--- src/rtl/wire_event_monitor_if.sv ---
// ---------------------------------------------------------------------------
// wire_event_monitor_if
// One-entry event record handshake between the wire event monitor (master)
// and its downstream consumer (slave).
//   evt_valid   : a record is available (master -> slave)
//   evt_is_rise : record type, 1 = rise, 0 = fall (master -> slave)
//   evt_ready   : consumer accepts the record this cycle (slave -> master)
// ---------------------------------------------------------------------------
interface wire_event_monitor_if;
    logic evt_valid;
    logic evt_is_rise;
    logic evt_ready;

    modport master (
        output evt_valid,
        output evt_is_rise,
        input  evt_ready
    );

    modport slave (
        input  evt_valid,
        input  evt_is_rise,
        output evt_ready
    );
endinterface

--- src/rtl/wire_event_monitor.sv ---
// ---------------------------------------------------------------------------
// wire_event_monitor
// Watches the complementary pair out/out_n of an upstream AND-OR stage.
// Both wires are synchronized, the true wire is debounced by a run-length
// filter FSM, and qualified edges are reported as pulses, as a saturating
// rise count and as one-entry valid/ready event records.
//
// Ports:
//   clk, reset   : single clock, asynchronous active-high reset
//   in, in_n     : true / complement wire from the upstream stage
//   clear        : synchronous clear of rise_cnt, err, ovf and the record
//   level        : filtered level (1 in HIGH and CHK_LOW)
//   rise, fall   : one-cycle pulses on qualified transitions
//   rise_cnt     : saturating count of qualified rises
//   err          : sticky, s == s_n seen on two consecutive cycles
//   ovf          : sticky, an event was dropped because the record was full
//   evt          : event record handshake (master side)
//
// Note: the synchronizers reset to 0 on both wires, so the pair looks
// non-complementary while they fill after reset and err will normally be
// set then; consumers are expected to pulse clear once the inputs settle.
// ---------------------------------------------------------------------------
module wire_event_monitor #(
    parameter int SYNC_STAGES = 2,
    parameter int FILTER_LEN  = 4,
    parameter int CNT_W       = 8
) (
    input  logic                 clk,
    input  logic                 reset,
    input  logic                 in,
    input  logic                 in_n,
    input  logic                 clear,
    output logic                 level,
    output logic                 rise,
    output logic                 fall,
    output logic [CNT_W-1:0]     rise_cnt,
    output logic                 err,
    output logic                 ovf,
    wire_event_monitor_if.master evt
);

    localparam int RUN_W = $clog2(FILTER_LEN + 1);
    // The run counter holds the number of agreeing samples already taken;
    // the sample that would bring it to FILTER_LEN commits the transition.
    localparam logic [RUN_W-1:0] RUN_LAST = RUN_W'(FILTER_LEN - 1);
    localparam logic [CNT_W-1:0] CNT_MAX  = {CNT_W{1'b1}};

    typedef enum logic [1:0] {
        ST_LOW      = 2'd0,
        ST_CHK_HIGH = 2'd1,
        ST_HIGH     = 2'd2,
        ST_CHK_LOW  = 2'd3
    } state_t;

    logic [SYNC_STAGES-1:0] sync_q,   sync_d;
    logic [SYNC_STAGES-1:0] sync_n_q, sync_n_d;
    state_t                 state_q,  state_d;
    logic [RUN_W-1:0]       run_q,    run_d;
    logic                   level_q,  level_d;
    logic                   rise_q,   rise_d;
    logic                   fall_q,   fall_d;
    logic [CNT_W-1:0]       cnt_q,    cnt_d;
    logic                   eq_prev_q, eq_prev_d;
    logic                   err_q,    err_d;
    logic                   ovf_q,    ovf_d;
    logic                   evt_valid_q,   evt_valid_d;
    logic                   evt_is_rise_q, evt_is_rise_d;

    logic s;
    logic s_n;
    logic eq_s;
    logic new_evt_s;
    logic slot_free_s;

    assign s           = sync_q[SYNC_STAGES-1];
    assign s_n         = sync_n_q[SYNC_STAGES-1];
    assign eq_s        = (s == s_n);
    assign new_evt_s   = rise_d | fall_d;
    // A full record frees its slot on the same edge it is accepted.
    assign slot_free_s = ~evt_valid_q | evt.evt_ready;

    // Synchronizer shift chains for both wires.
    always_comb begin
        sync_d   = {sync_q[SYNC_STAGES-2:0], in};
        sync_n_d = {sync_n_q[SYNC_STAGES-2:0], in_n};
    end

    // Debounce FSM: a level change needs FILTER_LEN consecutive opposite samples.
    always_comb begin
        state_d = state_q;
        run_d   = run_q;
        level_d = level_q;
        rise_d  = 1'b0;
        fall_d  = 1'b0;
        case (state_q)
            ST_LOW: begin
                if (s) begin
                    state_d = ST_CHK_HIGH;
                    run_d   = RUN_W'(1);
                end else begin
                    run_d   = RUN_W'(0);
                end
            end
            ST_CHK_HIGH: begin
                if (s) begin
                    if (run_q == RUN_LAST) begin
                        state_d = ST_HIGH;
                        run_d   = RUN_W'(0);
                        level_d = 1'b1;
                        rise_d  = 1'b1;
                    end else begin
                        run_d   = run_q + RUN_W'(1);
                    end
                end else begin
                    state_d = ST_LOW;
                    run_d   = RUN_W'(0);
                end
            end
            ST_HIGH: begin
                if (!s) begin
                    state_d = ST_CHK_LOW;
                    run_d   = RUN_W'(1);
                end else begin
                    run_d   = RUN_W'(0);
                end
            end
            ST_CHK_LOW: begin
                if (!s) begin
                    if (run_q == RUN_LAST) begin
                        state_d = ST_LOW;
                        run_d   = RUN_W'(0);
                        level_d = 1'b0;
                        fall_d  = 1'b1;
                    end else begin
                        run_d   = run_q + RUN_W'(1);
                    end
                end else begin
                    state_d = ST_HIGH;
                    run_d   = RUN_W'(0);
                end
            end
            default: begin
                state_d = ST_LOW;
                run_d   = RUN_W'(0);
                level_d = 1'b0;
            end
        endcase
    end

    // Complementarity check, rise counter and one-entry event record; clear wins.
    always_comb begin
        eq_prev_d     = eq_s;
        err_d         = err_q;
        cnt_d         = cnt_q;
        ovf_d         = ovf_q;
        evt_valid_d   = evt_valid_q;
        evt_is_rise_d = evt_is_rise_q;
        if (clear) begin
            err_d       = 1'b0;
            cnt_d       = {CNT_W{1'b0}};
            ovf_d       = 1'b0;
            evt_valid_d = 1'b0;
        end else begin
            if (eq_s && eq_prev_q) begin
                err_d = 1'b1;
            end else begin
                err_d = err_q;
            end
            if (rise_d && (cnt_q != CNT_MAX)) begin
                cnt_d = cnt_q + CNT_W'(1);
            end else begin
                cnt_d = cnt_q;
            end
            if (new_evt_s) begin
                if (slot_free_s) begin
                    evt_valid_d   = 1'b1;
                    evt_is_rise_d = rise_d;
                end else begin
                    ovf_d = 1'b1;
                end
            end else if (evt_valid_q && evt.evt_ready) begin
                evt_valid_d = 1'b0;
            end else begin
                evt_valid_d = evt_valid_q;
            end
        end
    end

    // State registers, all cleared by the asynchronous reset.
    always_ff @(posedge clk or posedge reset) begin
        if (reset) begin
            sync_q        <= {SYNC_STAGES{1'b0}};
            sync_n_q      <= {SYNC_STAGES{1'b0}};
            state_q       <= ST_LOW;
            run_q         <= RUN_W'(0);
            level_q       <= 1'b0;
            rise_q        <= 1'b0;
            fall_q        <= 1'b0;
            cnt_q         <= {CNT_W{1'b0}};
            eq_prev_q     <= 1'b0;
            err_q         <= 1'b0;
            ovf_q         <= 1'b0;
            evt_valid_q   <= 1'b0;
            evt_is_rise_q <= 1'b0;
        end else begin
            sync_q        <= sync_d;
            sync_n_q      <= sync_n_d;
            state_q       <= state_d;
            run_q         <= run_d;
            level_q       <= level_d;
            rise_q        <= rise_d;
            fall_q        <= fall_d;
            cnt_q         <= cnt_d;
            eq_prev_q     <= eq_prev_d;
            err_q         <= err_d;
            ovf_q         <= ovf_d;
            evt_valid_q   <= evt_valid_d;
            evt_is_rise_q <= evt_is_rise_d;
        end
    end

    assign level           = level_q;
    assign rise            = rise_q;
    assign fall            = fall_q;
    assign rise_cnt        = cnt_q;
    assign err             = err_q;
    assign ovf             = ovf_q;
    assign evt.evt_valid   = evt_valid_q;
    assign evt.evt_is_rise = evt_is_rise_q;

endmodule

--- src/flat_wrapper.sv ---
// flat-port wrapper written by rule: the top's interface ports become plain ports
module wire_event_monitor_flat 
#(
    parameter int SYNC_STAGES = 2,
    parameter int FILTER_LEN  = 4,
    parameter int CNT_W       = 8
)
  (clk, reset, in, in_n, clear, level, rise, fall, rise_cnt, err, ovf, evt_evt_valid, evt_evt_is_rise, evt_evt_ready);
  wire_event_monitor_if evt_i ();
  input  logic clk;
  input  logic reset;
  input  logic in;
  input  logic in_n;
  input  logic clear;
  output logic level;
  output logic rise;
  output logic fall;
  output logic [CNT_W-1:0] rise_cnt;
  output logic err;
  output logic ovf;
  output wire logic [$bits(evt_i.evt_valid)-1:0] evt_evt_valid;
  output wire logic [$bits(evt_i.evt_is_rise)-1:0] evt_evt_is_rise;
  input wire logic [$bits(evt_i.evt_ready)-1:0] evt_evt_ready;
  assign evt_evt_valid = evt_i.evt_valid;
  assign evt_evt_is_rise = evt_i.evt_is_rise;
  assign evt_i.evt_ready = evt_evt_ready;
  wire_event_monitor #(.SYNC_STAGES(SYNC_STAGES), .FILTER_LEN(FILTER_LEN), .CNT_W(CNT_W)) u_core (.clk(clk), .reset(reset), .in(in), .in_n(in_n), .clear(clear), .level(level), .rise(rise), .fall(fall), .rise_cnt(rise_cnt), .err(err), .ovf(ovf), .evt(evt_i));
endmodule
--- config.mk ---
export PLATFORM = sky130hd
export DESIGN_NAME = wire_event_monitor_flat
export DESIGN_NICKNAME = d
export VERILOG_FILES = /design/src/rtl/wire_event_monitor_if.sv /design/src/rtl/wire_event_monitor.sv /design/src/flat_wrapper.sv
export SDC_FILE = /design/constraint.sdc
export NUM_CORES = 1
export LEC_CHECK = 0
export BUFFER_PORTS_ARGS = -buffer_cell sky130_fd_sc_hd__buf_4
export CAP_MARGIN = 20
export CORE_MARGIN = 2
export CORE_UTILIZATION = 50
export CTS_BUF_LIST = sky130_fd_sc_hd__clkbuf_4
export DETAILED_ROUTE_END_ITERATION = 16
export PLACE_DENSITY = 0.83
export SKIP_CTS_REPAIR_TIMING = 1
export SYNTH_ARGS = -nofsm -noshare
export SYNTH_HDL_FRONTEND = slang
export SYNTH_SLANG_ARGS = --single-unit
--- constraint.sdc ---
create_clock -name clk -period 4.4 [get_ports clk]
set_input_delay 0.66 -clock clk [delete_from_list [all_inputs] [get_ports clk]]
set_output_delay 0.66 -clock clk [all_outputs]
set_load 0.01 [all_outputs]
Yosys cells after proc, flatten, opt, wreduce, memory -nomap -nowiden
Cells that the tools add are included.
- flip-flop bits (word level): 25
- bits of input ports: 6
- output and inout port bits: 15
- logic and storage cells: 83
- add/subtract/negate cells: 2
- equality and inequality tests: 16
- multiplexer cells: 34
- bitwise gates (word level): 4
- reduce and logical (&&, ||, !) cells: 14
- operators by type and width (cell ; count):
    1-bit two-way mux ; 20
    8-bit two-way mux ; 2
    2-bit two-way mux ; 6
    3-bit case mux with 4 select lines ; 1
    3-bit two-way mux ; 3
    8-bit by 1-bit adder with 8-bit output, second input constant ; 1
    2-bit by 1-bit inequality test with 1-bit output, second input constant ; 4
    8-bit inequality test, second input constant ; 1
    2-bit case mux with 4 select lines ; 1
    2-bit nonzero test ; 4
    2-bit inequality test, second input constant ; 3
    3-bit inequality test, second input constant ; 2
    5-bit AND reduction ; 1
    2-bit equality test, second input constant ; 2
    2-bit AND reduction ; 2
    4-bit AND reduction ; 1
    3-bit by 1-bit adder with 3-bit output, second input constant ; 1
    3-bit by 2-bit equality test with 1-bit output, second input constant ; 1
    1-bit logical AND ; 3
    3-bit by 1-bit inequality test with 1-bit output, second input constant ; 1
    3-bit AND reduction ; 1
    3-bit nonzero test ; 1
    2-bit by 1-bit equality test with 1-bit output, second input constant ; 1
    2-bit zero test ; 1
    4 further kinds ; 6

Depth between registers and ports, before layout
Gate-level depths: netlist of the first run.
- depth after elaboration: 7
- mapped depth: 7
- gate-level depth less buffers: 6

Worst setup path after synthesis of the first run
No wires, ideal clock.
- kind: reg-to-reg
- from: register u_core.run_q[0]
- to: register u_core.cnt_q[5] (netlist: u_core.rise_cnt[5])
- library setup time: 0.128 ns
- arrival: 1.624 ns
- required time: 4.272 ns
- path slack: 2.648 ns
- cell stages (with the launch flop): 7
- buffers on the path: 1
- period minus slack after synthesis: 1.752 ns
- path through: dfrtp_1 ha_1 nand3b_4 or2_4 buf_6 nor4_2 mux2_1
- longest elaborated chain between the ends: 6
- RTL lines (what ; RTL line ; RTL):
    start, declared ; wire_event_monitor.sv:58 ; logic [RUN_W-1:0] run_q, run_d;
    start signal, assigned ; wire_event_monitor.sv:209 ; run_q <= run_d;
    3-bit by 2-bit equality test with 1-bit output ; wire_event_monitor.sv:106 ; if (run_q == RUN_LAST) begin
    1-bit two-way mux ; wire_event_monitor.sv:106 ;
    1-bit two-way mux ; wire_event_monitor.sv:105 ; if (s) begin
    1-bit two-way mux ; wire_event_monitor.sv:95 ; case (state_q)
    1-bit logical AND ; wire_event_monitor.sv:169 ; if (rise_d && (cnt_q != CNT_MAX)) begin
    2-bit nonzero test (no source line) ; -- ;
    end signal, assigned ; wire_event_monitor.sv:199 ; cnt_q <= {CNT_W{1'b0}};
    end signal, assigned ; wire_event_monitor.sv:213 ; cnt_q <= cnt_d;
    end, declared ; wire_event_monitor.sv:62 ; logic [CNT_W-1:0] cnt_q, cnt_d;
No other way between the ends.
A chain may end at the register's enable or synchronous reset.

Final worst setup path of the first run
- from: register u_core.run_q[0]
- to: register u_core.cnt_q[4] (netlist: u_core.rise_cnt[4])
Same word-level chain as after synthesis.

==> results.yml, run 1 <==
power_and_ir_drop:
  power.internal_uw: 339
  power_switching_share_pct: 28.7
  netSwitchingPower_uw: 137
  worst_ir_drop_vdd_mv: 0.277
  power_frac_seq_pct: 59.8
  p_clk_share_pct: 20.4
  power_density_nw_per_um2: 376
  comb_power_share_pct: 19.9
  leakage_uw: 0.000609
worst_setup_path:
  crit_path_end_kind: "register"
  r2r_start: "u_core.run_q[0]"
  crit_path_start: "u_core.run_q[0]"
  reg2reg_to: "u_core.rise_cnt[4]"
  critical_path_required_ns: 4.64
  path_class: "reg2reg"
  r2r_cells: 5
  crit_fanout: 12
  ff2ff_setup_slack_ns: 2.58
  crit_arrival_ns: 2.05
  startpoint_type: "register"
clocking:
  clkSlewWorstSetupHoldPaths_ns: 0.12
  cts.path.max_buffers: 2
  clk_latency_ns: 0.31
  cts-root-buf: "clkbuf_4"
  cts_buffers: 3
  cts_tree: "built"
  clock-sinks: 25
  cts-htree-levels: 1
detailed_routing:
  drc: 0
  routed_wl_microns: 1980
  drtIter0Drc: 30
  drt_pass1_iterations: 4
  vias_per_cell: 5.65
  ant_nets: 0
  vias: 819
  wl_per_cell_microns: 13.7
floorplanning:
  dieArea_sq_um: 2530
  coreArea_sq_um: 1980
  io_pins: 21
  initial_core_util_pct: 54.0
  dieWidth_microns: 50.3
  rows: 16
  die_y_microns: 50.3
grt:
  grtUsageMet1_pct: 23.6
  grt_pass1_wl_microns: 3320
  grt_pass1_vias: 717
  grtUsageTotal_pct: 17.2
  grt_max_degree: 26
  grt_use_met2_pct: 27.9
  top_usage_layer: "met2"
  grt_overflow: 0
  antenna_found_initial: 0
  grt_util_met3_pct: 3.57
layout:
  syn2layout_area_growth_pct: 18.4
  layout.nets: 127
  fin_cells: 145
  diodes: 0
  drive_gt1_share_pct: 25.4
  fin_util_pct: 63.9
worst_hold_path:
  holdPathStages: 0
  hp-start: "u_core.sync_n_q[0]"
  min_to: "u_core.sync_n_q[1]"
  hp-class: "reg2reg"
synth:
  yosys_warnings: 0
  async_flop_share_pct: 100
  ys_seq_area_share_pct: 58.5
  ys_ff_latch: 25
  synth_cells: 96
  syn_avg_cell_area_sq_um: 11.1
  syn_nets: 104
  synth.distinct_cells: 33
  ys.flop_type: "dfrtp_1"
  syn-cell-area_sq_um: 1070
  synth_edf_count: 0
timing:
  skew_ns: 0.00584
  min_period_ns: 1.82
  fmax_mhz: 551
  max_slew_margin_pct: 39.3
  worstMarginPinSlew_ns: 0.909
  setup_viol: 0
  hold_violations: 0
  rsz0062_at_grt: "no"
  setup-tns-final_ns: 0
  drv_slew: 0
  min_period_over_period_pct: 41.3
placed_design:
  dp_hpwl_microns: 1400
  io_buffers: 20
  dp_cells: 141
  gp_congestion: 0.735
outcome:
  status: "complete, no violations"
run:
  cap_violations: 0
## worst max path at each step
stage | to
floorplan | u_core.rise_cnt[5]
global placement | u_core.rise_cnt[5]
detailed placement | u_core.rise_cnt[4]
CTS | u_core.rise_cnt[4]
global route | u_core.rise_cnt[4]
finish | u_core.rise_cnt[4]
## metrics by stage
stage / cell area (sq um) / worst slack (ns) / hold slack, ns / power [uW]
3_5_place_dp: 1240 / 2.62 / 0.341 / 384
4_1_cts: 1270 / 2.59 / 0.371 / 481
6_report: 1270 / 2.58 / 0.367 / 476
2_1_floorplan: 1070 / 2.65 / 0.331 / 347
5_1_grt: 1270 / 2.48 / 0.376 / 507
3_3_place_gp: 1240 / 2.69 / 0.335 / 378
## layout make-up
| class | instances | area, sq um |
|---|---|---|
| Tap cell | 27 | 33.8 |
| Fill cell | 163 | 716 |
| Timing Repair Buffer | 20 | 150 |
| Clock buffer | 3 | 22.5 |
| Multi-Input combinational cell | 65 | 414 |
| Inverter | 4 | 15.0 |
| Sequential cell | 25 | 626 |
| Clock inverter | 1 | 5.00 |
## cell usage after synthesis, types with 2 or more instances
library cell  count  area share [%]
o21ai_0           3             1.4
nor3_1            2            0.94
nand3_1           3             1.4
o31ai_1           4             2.8
inv_1             4             1.4
ha_1              2             2.3
nand3b_1          2             1.4
nand2_1          10             3.5
or4_1             2             1.4
nor2b_1           3             1.8
nor2_1            8             2.8
a21oi_1           7             3.3
nor4_1            2             1.2
dfrtp_1          25              58
## sequential cells by signal, summed over array words and instances (netlist names), named ones only
register,flops
u_core.rise_cnt,8
u_core.evt.evt_valid,1
u_core.ovf,1
u_core.evt.evt_is_rise,1
u_core.state_q,1
u_core.run_q,3
u_core.eq_prev_q,1
u_core.level,1
u_core.rise,1
u_core.sync_q,2
u_core.err,1
u_core.fall,1
u_core.sync_n_q,2
## cell usage in the layout (no fill, tap or decap), drive strengths merged, types with 2 or more instances in the layout
master,instances
dfrtp,25
buf,20
nand2,10
nor2,8
a21oi,7
inv,4
o31ai,4
nand3,3
o21ai,3
nor2b,3
clkbuf,3
nand3b,3
nor3,3
nor4,3
or4,2
ha,2
## power by group through the flow
stage               combinational, uW  clock (uW)  sequential (uW)
floorplan                        58.0           0              289
global placement                 91.9           0              286
detailed placement               95.8           0              288
CTS                              96.2         101              284
global route                      107         112              288
finish                           94.5        97.0              284
## per-layer routing
metal	routed length, microns	vias up
met5	0	-
met2	966	39
met1	881	397
met4	0	0
li1	-	383
met3	135	0
## worst max-delay path, cell delays in order, from the launching register on
cell and delay (ns):
dfrtp_1 0.37, ha_1 0.25, nand3b_4 0.12, or2_4 0.32, or4_1 0.51, a21oi_1 0.17
## logic make-up (layout without fill, tap and decap cells)
family / Yosys count / count (layout) / synth area share (%)
AO/OA/AOI/OAI: 17 / 17 / 9.47
multiplexers: 2 / 2 / 1.99
flip-flops: 25 / 25 / 58.5
buffers and inverters: 6 / 28 / 2.81
AND/OR/NAND/NOR: 42 / 42 / 23.3
XOR/XNOR: 2 / 2 / 1.64
adder cells (fa/ha/maj): 2 / 2 / 2.34
(Power assumes the default switching activity.)
==> inputs of run 2 (changes only) <==
Clock period 4.4 ns to 1.7 ns, I/O delays scaled along.
==> run 2 against run 1 <==
Against the previous run:
- clock skew is 0.0045 ns lower
- utilization increased by 5.7 points
- combinational power grew to 3.1 times the previous value
- sequential power rose to 2.6 times the previous value
- via count increased by 2.2%
- largest power group unchanged
==> results.yml, run 2 (synthesis gave the netlist of run 1 again) <==
detailed_routing:
  drc: 0
  routed_wl_microns: 2180
  drt_pass1_iterations: 4
  drtIter0Drc: 16
  vias: 837
  ant_nets: 0
  wl_per_cell_microns: 14.0
  vias_per_cell: 5.40
timing:
  fin_ws_ns: 0.0186
  rsz0062_at_grt: "yes"
  min_period_ns: 1.68
  fmax_mhz: 595
  setup_viol: 0
  skew_ns: 0.00137
  fin_hold_ws_ns: 0.0343
  max_slew_margin_pct: 75.5
  hold_violations: 0
  worstMarginPinSlew_ns: 0.367
  drv_slew: 0
  min_period_over_period_pct: 98.9
clocking:
  cts.path.max_buffers: 2
  cts_buffers: 3
  cts_tree: "built"
  cts-htree-levels: 1
  clkSlewWorstSetupHoldPaths_ns: 0.12
  clock-sinks: 25
  clk_latency_ns: 0.31
  cts-root-buf: "clkbuf_4"
layout:
  multiInputGateArea_sq_um: 447
  syn2layout_area_growth_pct: 28.9
  fillCellCount: 150
  fin_util_pct: 69.6
  final_cell_mix: "buf_4 (29), dfrtp_1 (25), nand2_1 (10)"
  fin_cells: 155
  diodes: 0
  largest_reg_flops: 8
  layout.nets: 137
  final_common_cell: "buf_4"
  seq_area_sq_um: 626
  drive_gt1_share_pct: 33.6
worst_setup_path:
  path_buf_inv: 0
  crit_path_end_kind: "register"
  slowest_delay_ns: 0.41
  path_class: "reg2reg"
  crit_path_start: "u_core.run_q[0]"
  r2r_start: "u_core.run_q[0]"
  crit_arrival_ns: 1.90
  crit_fanout: 5
  cpLargestDelayFamily: "simple AND/OR/NAND/NOR gates"
  cpMaxStageDelayCell: "dfrtp_1"
  startpoint_type: "register"
  crit_chain: "ha_4 -> nand3b_4 -> or2_4 -> nor4_2 -> mux2_1"
  critical_path_required_ns: 1.91
power_and_ir_drop:
  leakage_uw: 0.000676
  total_power_uw: 1310
  power_density_nw_per_um2: 947
  worst_ir_drop_vdd_mv: 0.576
floorplanning:
  dieWidth_microns: 50.3
  die_y_microns: 50.3
  rows: 16
  initial_core_util_pct: 54.0
  io_pins: 21
  dieArea_sq_um: 2530
  coreArea_sq_um: 1980
grt:
  grtUsageTotal_pct: 19.5
  antenna_found_initial: 0
  grt_pass1_vias: 827
  grt_overflow: 0
  grt_pass1_wl_microns: 3660
  grt_max_degree: 26
placed_design:
  gp_congestion: 0.827
  dp_hpwl_microns: 1510
  place_ws_ns: 0.0393
  dp_cells: 150
  io_buffers: 20
worst_hold_path:
  hp-start: "in_n"
  hp-class: "in2reg"
outcome:
  status: "complete, no violations"
run:
  cap_violations: 0
==> run 2: path summary, 6_finish.rpt <==
path / endpoint / slack, ns / cells after the start
setup / recovery: u_core.rise_cnt[5] / 0.02 / 5
hold / removal: u_core.sync_n_q[0] / 0.03 / 1
setup reg to reg: u_core.rise_cnt[5] / 0.02 / 5
hold reg to reg: u_core.sync_n_q[1] / 0.36 / 0
max in group asynchronous: u_core.rise / 0.94 / 4
min in group asynchronous: u_core.sync_n_q[0] / 0.53 / 4
==> run 2: cell type report <==
type	instances	area share (%)
clock buffer	4	2.18
inverter	4	1.09
multi-input combinational	65	32.4
sequential	25	45.4
tap	27	2.45
timing repair buffer	30	16.5
==> run 2: per-layer routing <==
layer | track usage (%) | routed length, microns | up-vias
met1 | 27.7 | 1010 | 402
li1 | - | - | 404
met4 | 10.6 | 45 | 0
met3 | 2.98 | 83 | 7
met5 | 0 | 0 | -
met2 | 28.7 | 1040 | 24
==> run 2: power by group <==
part           internal [uW]  switching, uW
logic                    146            149
registers                675           61.2
clock network            108            166
total                    929            377
==> run 2: metrics by stage <==
step / instance area [sq um] / setup TNS (ns)
final: 1380 / 0
after global routing: 1380 / -0.0827
after CTS: 1350 / 0
after detailed placement: 1320 / 0
after global placement: 1320 / 0
after floorplan: 1080 / 0
==> inputs of run 3 (changes only) <==
Settings changed: SETUP_SLACK_MARGIN from default to 0.1.
==> run 3 against run 2 <==
Against the previous run:
- wire length is 8.5% lower
- hold slack better by 0.0029 ns
- largest power group unchanged
- critical endpoint is now u_core.rise_cnt[4]
- register-to-register slack hardly changed
- final area is 0.64% lower
==> results.yml, run 3 (synthesis gave the netlist of run 1 again) <==
outcome:
  status: "complete, no violations"
floorplanning:
  rows: 16
  io_pins: 21
  dieArea_sq_um: 2530
  initial_core_util_pct: 54.0
  coreArea_sq_um: 1980
  die_y_microns: 50.3
  dieWidth_microns: 50.3
placed_design:
  dp_hpwl_microns: 1470
  io_buffers: 20
  place_ws_ns: 0.0729
  gp_congestion: 0.817
layout:
  final_common_cell: "buf_4"
  layout.nets: 138
  syn2layout_area_growth_pct: 28.1
  fin_util_pct: 69.1
  final_cell_mix: "buf_4 (30), dfrtp_1 (25), nand2_1 (10)"
  diodes: 0
  drive_gt1_share_pct: 32.6
  largest_reg_flops: 8
timing:
  fin_ws_ns: 0.0169
  min_period_ns: 1.68
  hold_violations: 0
  setup_viol: 0
  skew_ns: 0.00297
  max_slew_margin_pct: 73.5
  drv_slew: 0
  fmax_mhz: 594
  rsz0062_at_grt: "yes"
  min_period_over_period_pct: 99.0
  worstMarginPinSlew_ns: 0.394
  fin_hold_ws_ns: 0.0372
power_and_ir_drop:
  worst_ir_drop_vdd_mv: 0.635
  power_density_nw_per_um2: 943
  leakage_uw: 0.000662
detailed_routing:
  drt_pass1_iterations: 4
  vias_per_cell: 5.22
  vias: 815
  routed_wl_microns: 1990
  drc: 0
  drtIter0Drc: 5
  ant_nets: 0
  wl_per_cell_microns: 12.8
grt:
  antenna_found_initial: 0
  grt_pass1_vias: 742
  grtUsageTotal_pct: 17.7
  grt_pass1_wl_microns: 3310
  grt_max_degree: 26
  grt_overflow: 0
clocking:
  cts-htree-levels: 1
  clkSlewWorstSetupHoldPaths_ns: 0.13
  cts-root-buf: "clkbuf_4"
  cts_buffers: 3
  clk_latency_ns: 0.31
  cts.path.max_buffers: 2
  clock-sinks: 25
  cts_tree: "built"
worst_hold_path:
  hp-class: "in2reg"
worst_setup_path:
  startpoint_type: "register"
  critical_path_required_ns: 1.95
  crit_chain: "ha_4 -> nand3b_4 -> or2_4 -> or4_1 -> a21oi_1"
  crit_fanout: 7
  cpMaxStageDelayCell: "or4_1"
  path_buf_inv: 0
  crit_path_end_kind: "register"
  path_class: "reg2reg"
  crit_arrival_ns: 1.93
  cpLargestDelayFamily: "simple AND/OR/NAND/NOR gates"
  slowest_delay_ns: 0.52
run:
  cap_violations: 0
run 3: where the power goes:
part           leakage (uW)  internal, uW  total [uW]  switching, uW
clock network     0.0000184           108         276            168
registers          0.000327           675         742           67.5
logic              0.000316           137         274            137
total              0.000662           920        1290            372
run 3: final timing paths:
| check | startpoint | to | slack, ns | depth (start not counted) |
|---|---|---|---|---|
| min in group asynchronous | reset | u_core.eq_prev_q | 0.53 | 4 |
| max in group asynchronous | reset | u_core.evt.evt_is_rise | 0.94 | 4 |
| worst max register to register | u_core.run_q[0] | u_core.rise_cnt[4] | 0.02 | 5 |
| worst min-delay path | in_n | u_core.sync_n_q[0] | 0.04 | 1 |
| worst min register to register | u_core.sync_q[0] | u_core.sync_q[1] | 0.36 | 0 |
| worst max-delay path | u_core.run_q[0] | u_core.rise_cnt[4] | 0.02 | 5 |
run 3: cell type report:
cell class                 count  area (sq um)
tap                           27          33.8
clock buffer                   4          30.0
fill                         160           612
timing repair buffer          31           235
sequential                    25           626
multi-input combinational     65           430
inverter                       4          15.0
run 3: metrics by stage:
step / total power, uW / TNS [ns] / cell area, sq um / instances
2_1_floorplan: 917 / 0 / 1080 / 96
3_3_place_gp: 1010 / 0 / 1320 / 150
3_5_place_dp: 1030 / 0 / 1320 / 150
4_1_cts: 1300 / 0 / 1350 / 154
5_1_grt: 1390 / -0.0696 / 1370 / 156
6_report: 1290 / 0 / 1370 / 156
run 3: routing by layer:
metal  part of all wire [%]  up-vias  wire length [microns]  track usage (%)
met5                      0        -                      0                0
met4                      0        0                      0             6.94
met3                    4.2        0                     84             3.57
met2                     47       18                    943             26.8
met1                     48      395                    963             24.9
li1                       -      402                      -                -
